## config.mk

```make
export PLATFORM = sky130hd
export DESIGN_NAME = fxp_dot_accumulator
export DESIGN_NICKNAME = d
export VERILOG_FILES = /design/src/rtl/fxp_dot_acc_pkg.sv /design/src/rtl/fxp_round_sat.sv /design/src/rtl/fxp_dot_accumulator.sv
export SDC_FILE = /design/constraint.sdc
export NUM_CORES = 1
export LEC_CHECK = 0
export ABC_AREA = 1
export ABC_CLOCK_PERIOD_IN_PS = 2400
export BUFFER_PORTS_ARGS = -buffer_cell sky130_fd_sc_hd__buf_2
export CAP_MARGIN = 20
export CORE_MARGIN = 10
export CORE_UTILIZATION = 35
export DETAILED_ROUTE_END_ITERATION = 12
export PLACE_DENSITY = 0.49
export SLEW_MARGIN = 20
export SYNTH_ARGS = -nofsm -noshare
export SYNTH_HDL_FRONTEND = slang
export SYNTH_HIERARCHICAL = 1
export SYNTH_SLANG_ARGS = --single-unit
```

## constraint.sdc

```tcl
create_clock -name clk -period 2.4 [get_ports clk]
set_clock_uncertainty 0.2 [all_clocks]
set_input_delay 0.36 -clock clk [delete_from_list [all_inputs] [get_ports clk]]
set_output_delay 0.36 -clock clk [all_outputs]
set_load 0.02 [all_outputs]
```

## src/rtl/fxp_dot_acc_pkg.sv

```systemverilog
// fxp_dot_acc_pkg: shared types and constants for the fixed-point
// dot-product accumulator (state enum, default sizes, rounding helper).
package fxp_dot_acc_pkg;

    typedef enum logic [1:0] {
        ACCUM,
        ROUND,
        HOLD
    } state_t;

    localparam int DEF_LEN        = 8;
    localparam int DEF_ACC_W      = 40;
    localparam int DEF_FRAC_SHIFT = 8;
    localparam int DEF_OUT_W      = 16;

    // Half an output LSB, expressed in accumulator fraction bits.
    function automatic logic [63:0] round_const(input int frac_shift);
        return 64'd1 << (frac_shift - 1);
    endfunction

endpackage

```

## src/rtl/fxp_round_sat.sv

```systemverilog
// fxp_round_sat: round-half-up and (optionally) saturate a wide
// accumulator down to OUT_W bits.
// Ports: i_acc (ACC_W) in; o_data (OUT_W) result; o_sat clamp flag.
// Macro FXP_DOT_ACC_SATURATE_EN: defined -> clamp to all-ones and
// flag; undefined -> wrap-around, o_sat tied low.
module fxp_round_sat
    import fxp_dot_acc_pkg::*;
#(
    parameter int ACC_W      = DEF_ACC_W,
    parameter int FRAC_SHIFT = DEF_FRAC_SHIFT,
    parameter int OUT_W      = DEF_OUT_W
) (
    input  logic [ACC_W-1:0] i_acc,
    output logic [OUT_W-1:0] o_data,
    output logic             o_sat
);

    localparam logic [ACC_W:0] RND =
        (ACC_W+1)'(round_const(FRAC_SHIFT));

    logic [ACC_W:0] w_sum;
    logic [ACC_W:0] w_r;

    // One extra bit so adding the rounding constant never wraps.
    assign w_sum = {1'b0, i_acc} + RND;
    assign w_r   = w_sum >> FRAC_SHIFT;

`ifdef FXP_DOT_ACC_SATURATE_EN
    logic w_ovf;

    assign w_ovf  = |w_r[ACC_W:OUT_W];
    assign o_data = w_ovf ? {OUT_W{1'b1}} : w_r[OUT_W-1:0];
    assign o_sat  = w_ovf;
`else
    logic [ACC_W-OUT_W:0] w_unused_hi;

    assign w_unused_hi = w_r[ACC_W:OUT_W];
    assign o_data      = w_r[OUT_W-1:0];
    assign o_sat       = 1'b0;
`endif

endmodule

```

## src/rtl/fxp_dot_accumulator.sv

```systemverilog
// fxp_dot_accumulator: sums LEN UQ16.16 products, then rounds and
// saturates to UQ8.8 on a valid/ready output.
// Ports: clk, rst (async high); in_valid/in_ready/in_prod upstream;
// out_valid/out_ready/out_data/out_sat downstream.
// Saturation selected by FXP_DOT_ACC_SATURATE_EN in fxp_round_sat.
module fxp_dot_accumulator
    import fxp_dot_acc_pkg::*;
#(
    parameter int LEN        = DEF_LEN,
    parameter int ACC_W      = DEF_ACC_W,
    parameter int FRAC_SHIFT = DEF_FRAC_SHIFT,
    parameter int OUT_W      = DEF_OUT_W
) (
    input  logic             clk,
    input  logic             rst,
    input  logic             in_valid,
    output logic             in_ready,
    input  logic [31:0]      in_prod,
    output logic             out_valid,
    input  logic             out_ready,
    output logic [OUT_W-1:0] out_data,
    output logic             out_sat
);

    localparam int CNT_W = (LEN > 1) ? $clog2(LEN) : 1;
    localparam logic [CNT_W-1:0] LAST = CNT_W'(LEN - 1);

    state_t           r_state;
    logic [ACC_W-1:0] r_acc;
    logic [CNT_W-1:0] r_cnt;
    logic [OUT_W-1:0] r_out_data;
    logic             r_out_sat;
    logic             r_out_valid;

    logic [OUT_W-1:0] w_res;
    logic             w_sat;

    fxp_round_sat #(
        .ACC_W      (ACC_W),
        .FRAC_SHIFT (FRAC_SHIFT),
        .OUT_W      (OUT_W)
    ) u_round_sat (
        .i_acc  (r_acc),
        .o_data (w_res),
        .o_sat  (w_sat)
    );

    // Decoded from state only: no path from out_ready.
    assign in_ready  = (r_state == ACCUM);
    assign out_valid = r_out_valid;
    assign out_data  = r_out_data;
    assign out_sat   = r_out_sat;

    always_ff @(posedge clk or posedge rst) begin
        if (rst) begin
            r_state     <= ACCUM;
            r_acc       <= '0;
            r_cnt       <= '0;
            r_out_data  <= '0;
            r_out_sat   <= 1'b0;
            r_out_valid <= 1'b0;
        end else begin
            unique case (r_state)
                ACCUM: begin
                    if (in_valid) begin
                        r_acc <= r_acc + ACC_W'(in_prod);
                        r_cnt <= r_cnt + 1'b1;
                        if (r_cnt == LAST) begin
                            r_state <= ROUND;
                        end
                    end
                end
                ROUND: begin
                    r_out_data  <= w_res;
                    r_out_sat   <= w_sat;
                    r_out_valid <= 1'b1;
                    r_state     <= HOLD;
                end
                HOLD: begin
                    if (out_ready) begin
                        r_out_valid <= 1'b0;
                        r_acc       <= '0;
                        r_cnt       <= '0;
                        r_state     <= ACCUM;
                    end
                end
                default: r_state <= ACCUM;
            endcase
        end
    end

endmodule
```

After elaboration in Yosys (flattened, before gate mapping)

Cells that the tools add are included.

Logic and storage cells: 32
Flip-flop bits (word level): 62
Memory bits (read-only): 0
Bits in latches: 0
Memories: 0
Output and inout bits: 19
Memory bits (writable): 0
Bits of input ports: 36

Equal/unequal tests: 6
Multiplexer cells: 12
Bitwise logic cells: 0
Multipliers: 0
Order comparisons: 0
Div/mod/pow operators: 0
Reductions and logical operators: 6
Add/subtract/negate cells: 3
Shifts and indexed selects: 0

Operator list:

| cell                                                                    | number |
|---|---|
| 40-bit 2-to-1 mux                                                       | 2 |
| 40-bit one-hot mux with 2 select lines                                  | 1 |
| 40-bit by 32-bit adder with 40-bit output                               | 1 |
| 24-bit by 8-bit adder with 24-bit output, second input constant         | 1 |
| 2-bit 2-to-1 mux                                                        | 3 |
| 3-bit 2-to-1 mux                                                        | 2 |
| 2-bit one-hot mux with 3 select lines                                   | 1 |
| 3-bit one-hot mux with 2 select lines                                   | 1 |
| 3-bit AND reduction                                                     | 2 |
| 2-bit inequality test, second input constant                            | 2 |
| 2-bit nonzero test                                                      | 2 |
| 3-bit by 1-bit adder with 3-bit output, second input constant           | 1 |
| 3-bit equality test, second input constant                              | 1 |
| 2-bit by 1-bit equality test with 1-bit output, second input constant   | 1 |
| 2-bit equality test, second input constant                              | 1 |
| 2-bit zero test                                                         | 1 |
| 2-bit by 1-bit inequality test with 1-bit output, second input constant | 1 |
| 1-bit one-hot mux with 2 select lines                                   | 1 |
| 2-bit AND reduction                                                     | 1 |
| 1-bit 2-to-1 mux                                                        | 1 |

Longest topological paths before layout

Depth in word-level cells: 4
Gate-level depth with buffers: 14
Depth with buffers taken out: 14

By module

The synthesis kept the hierarchy.

By module, submodules not included:

| module              | seq. area each (um2) | area each (um2) | times used | cells an instance |
|---|---|---|---|---|
| fxp_dot_accumulator | 1576.5               | 5306.3          | 1          | 815 |
| fxp_round_sat       | 0.0                  | 412.9           | 1          | 86 |

Worst setup path after synthesis

No wires, ideal clock.

Path type: in2reg
From: input port in_prod[0]
To: register r_acc[14]
Setup time: 117 ps
Slack: 280 ps
Arrival: 1803 ps
Cell stages on the path: 11
Required time: 2083 ps
Buffers on the path: 0
Path through: ha_1 fa_1 nand2_1 nand3_1 nand3_1 nand2_1 nand3_1 nand3_1 or2_2 nand3_1 nand2_1

Word-level cells in the longest chain between the ends: 3

RTL lines:

| item                                      | RTL line                  | source |
|---|---|---|
| from (decl)                               | fxp_dot_accumulator.sv:18 | `input logic [31:0] in_prod,` |
| 40-bit by 32-bit adder with 40-bit output | fxp_dot_accumulator.sv:66 | `r_acc <= r_acc + ACC_W'(in_prod);` |
| 40-bit 2-to-1 mux                         | fxp_dot_accumulator.sv:65 | `if (in_valid) begin` |
| 40-bit one-hot mux with 2 select lines    | fxp_dot_accumulator.sv:63 | `unique case (r_state)` |
| to (signal assigned)                      | fxp_dot_accumulator.sv:66 |  |
| to (decl)                                 | fxp_dot_accumulator.sv:29 | `logic [ACC_W-1:0] r_acc;` |

Every way passes these cells. The select of a mux whose other input is x is not followed.
A chain may end at the register's enable or synchronous reset.

Final worst setup path

From: register r_acc[0]
To: register r_acc[14]

Word-level cells in the longest chain between the ends: 3

RTL lines:

| item                                      | RTL line |
|---|---|
| 40-bit by 32-bit adder with 40-bit output | fxp_dot_accumulator.sv:66 |
| 40-bit 2-to-1 mux                         | fxp_dot_accumulator.sv:65 |
| 40-bit one-hot mux with 2 select lines    | fxp_dot_accumulator.sv:63 |

Every way passes these cells. The select of a mux whose other input is x is not followed.

==> metrics.md <==
| Metric | Value |
|---|---|
| # rows | 38 |
| Dpl ws | 48.6 ps |
| Post-synthesis cell count | 558 |
| Area post-placement | 4270 sq um |
| Post-Syn Nets | 622 |
| DRC | 0 |
| Outcome | finished, final reports clean |
| Layout cells sized above 1 | 22.3% |
| Arr. time, crit path | 2180 ps |
| Final setup fails | 0 |
| Final instance area | 4410 sq um |
| Largest net degree at the start of global routing | 21 |
| Crit Reg-Reg Startpoint | r_acc[0] |
| CP Data Required Time | 2410 ps |
| I/O pin cnt | 55 |
| Worst Setup SP | r_acc[0] |
| Post-DRT Antenna Nets | 0 |
| Clock sinks | 47 |
| Max-cap violations | 0 |
| Final worst slack | 230 ps |
| Die W | 125 um |
| Hold/Removal Path Class | input pin to flop |
| Core area | 10800 sq um |
| Clk pwr share | 11.3% |
| Clock Latency Late Sink | 320 ps |
| Clock tree from TritonCTS | done |
| Pint | 2830 uW |
| Initial antenna violation count | 0 |
| Vias in the first global route | 3412 |
| Buf+Inv Stages, Crit Path | 0 |
| Drt total wl | 9.50 mm |
| Pre-antenna DRT Iters | 4 |
| Reg power frac | 27.4% |
| Clock-pin slew on the worst setup and hold paths | 100 ps |
| Final min period | 2170 ps |
| Unrepaired setup endpoints after global routing | no |
| Slowest stage delay, CP | 400 ps |
| CTS buffer count | 5 |
| Final Hold Fails | 0 |
| Grt total ovfl | 0 |
| Root Buffer | clkbuf_8 |
| Syn-to-layout area delta | 14.3% |
| GRT Util Overall | 12.2% |
| ANT cells | 0 |
| Sw Share | 48.9% |
| Worst VDD drop | 0.000482 V |
| CTS HTree Levels | 2 |
| GPL Wtd Cong | 0.827 |
| Post-Syn Area | 3860 sq um |
| Final HPWL from detailed placement | 7.96 mm |
| Yosys warns | 6 |
| Comb power frac | 61.3% |
| Filler cells | 1159 |
| Via-per-instance ratio | 4.49 |
| Net Switching | 2700 uW |
| Power density of the placed cells | 1250 nW/um^2 |
| First-pass GRT wire length | 16.1 mm |
| Critical path fanouts, max | 4 |
| Wire length per cell | 12.6 um |
| Setup_tns | 0 ps |
| Pleak | 0.00245 uW |
| CP max-delay cell | dfrtp_1 |
| Hold_sp | out_ready |
| Setup Fix Bufs, Post-CTS | 0 |
| CP Capture Type | flop |
| Final slew viol count | 0 |
| CP Class | flop to flop |
| Avg Inst Size Synth | 6.91 sq um |
| CP top delay family | simple AND/OR/NAND/NOR gates |
| Fmax | 0.461 GHz |
| Worst-case clock buffer depth | 2 |
| Period utilization | 90.4% |
| Register area | 1180 sq um |
| Critical path launch point type | flop |
| Vias | 3378 |
| Fin nets | 676 |
| Area of the multi-input gates | 2280 sq um |
| CP most frequent cell | nand3_1 |
| Crit path cell chain | ha_2, fa_2, nand2_1, nand3_1, nand3_1, nand2_2, nand3_1, nand3_1, or2_2, nand3_1, nand2_1 |
| FF-to-FF setup slack | 230 ps |
| Initial Utilization | 35.7% |
| Initial DRC Count | 125 |
| Die Y | 125 um |
| DIE AREA | 15600 sq um |
| PortBufs | 46 |
[flip-flops by register name, summed over array words and instances (netlist names)]
signal     cells
r_acc         24
out_data      16
r_cnt          3
r_state        2
out_sat        1
out_valid      1
[repair_timing]
| action | CTS | global route |
|---|---|---|
| endpoints found under the setup margin | 0 | 1 |
| gates resized for setup | 0 | 3 |
| hold buffers | 1 | 0 |
| endpoints found under the hold margin | 11 | 0 |
[per-layer routing]
metal	global-route usage, %	up-vias	part of all wire [%]
met4	4.07	0	1.3
met1	16.3	1505	51
met3	1.90	7	2.8
met2	19.6	42	45
met5	0	-	0
li1	-	1824	-
[power groups by stage]
stage	logic, uW	clock network, uW	registers, uW
2_1_floorplan	2400	0	1640
3_3_place_gp	3380	0	1510
3_5_place_dp	3400	0	1530
4_1_cts	3420	641	1520
5_1_grt	3870	679	1580
6_report	3390	622	1510
[path summary, 6_finish.rpt]
check | depth (start not counted) | endpoint
setup / recovery | 11 | r_acc[14]
hold / removal | 2 | r_state[1]
setup reg to reg | 11 | r_acc[14]
hold reg to reg | 2 | out_valid
max in group asynchronous | 4 | r_acc[23]
min in group asynchronous | 3 | r_acc[2]
[layout by cell type (no fill, tap or decap), types with 5 or more instances in the layout]
| cell type | count |
|---|---|
| nand2_2 | 23 |
| buf_2 | 46 |
| nor2_1 | 35 |
| nand3_1 | 14 |
| nand2_1 | 203 |
| mux2_2 | 17 |
| inv_1 | 84 |
| nor2_4 | 5 |
| nor2_2 | 13 |
| o31ai_1 | 6 |
| xor2_1 | 5 |
| xnor2_1 | 7 |
| clkbuf_8 | 6 |
| o21ai_0 | 13 |
| ha_1 | 26 |
| dfrtp_1 | 47 |
| buf_4 | 9 |
| a21oi_1 | 15 |
[cell type report]
| type | count | area share [%] |
|---|---|---|
| multi-input combinational | 411 | 51.8 |
| sequential | 47 | 26.7 |
| inverter | 91 | 7.89 |
| timing repair buffer | 56 | 6.98 |
| tap | 140 | 3.97 |
| clock buffer | 6 | 1.87 |
| clock inverter | 2 | 0.795 |
[stage by stage]
step / total power [uW] / cells / util, % / hold WS, ps
global route: 6130 / 753 / 40.9 / 85.4
finish: 5530 / 753 / 40.9 / 69.8
floorplan: 4040 / 558 / - / 256
CTS: 5580 / 753 / 40.8 / 64.5
detailed placement: 4940 / 744 / 39.6 / 124
global placement: 4890 / 744 / 39.6 / 121
(Power assumes the default switching activity.)
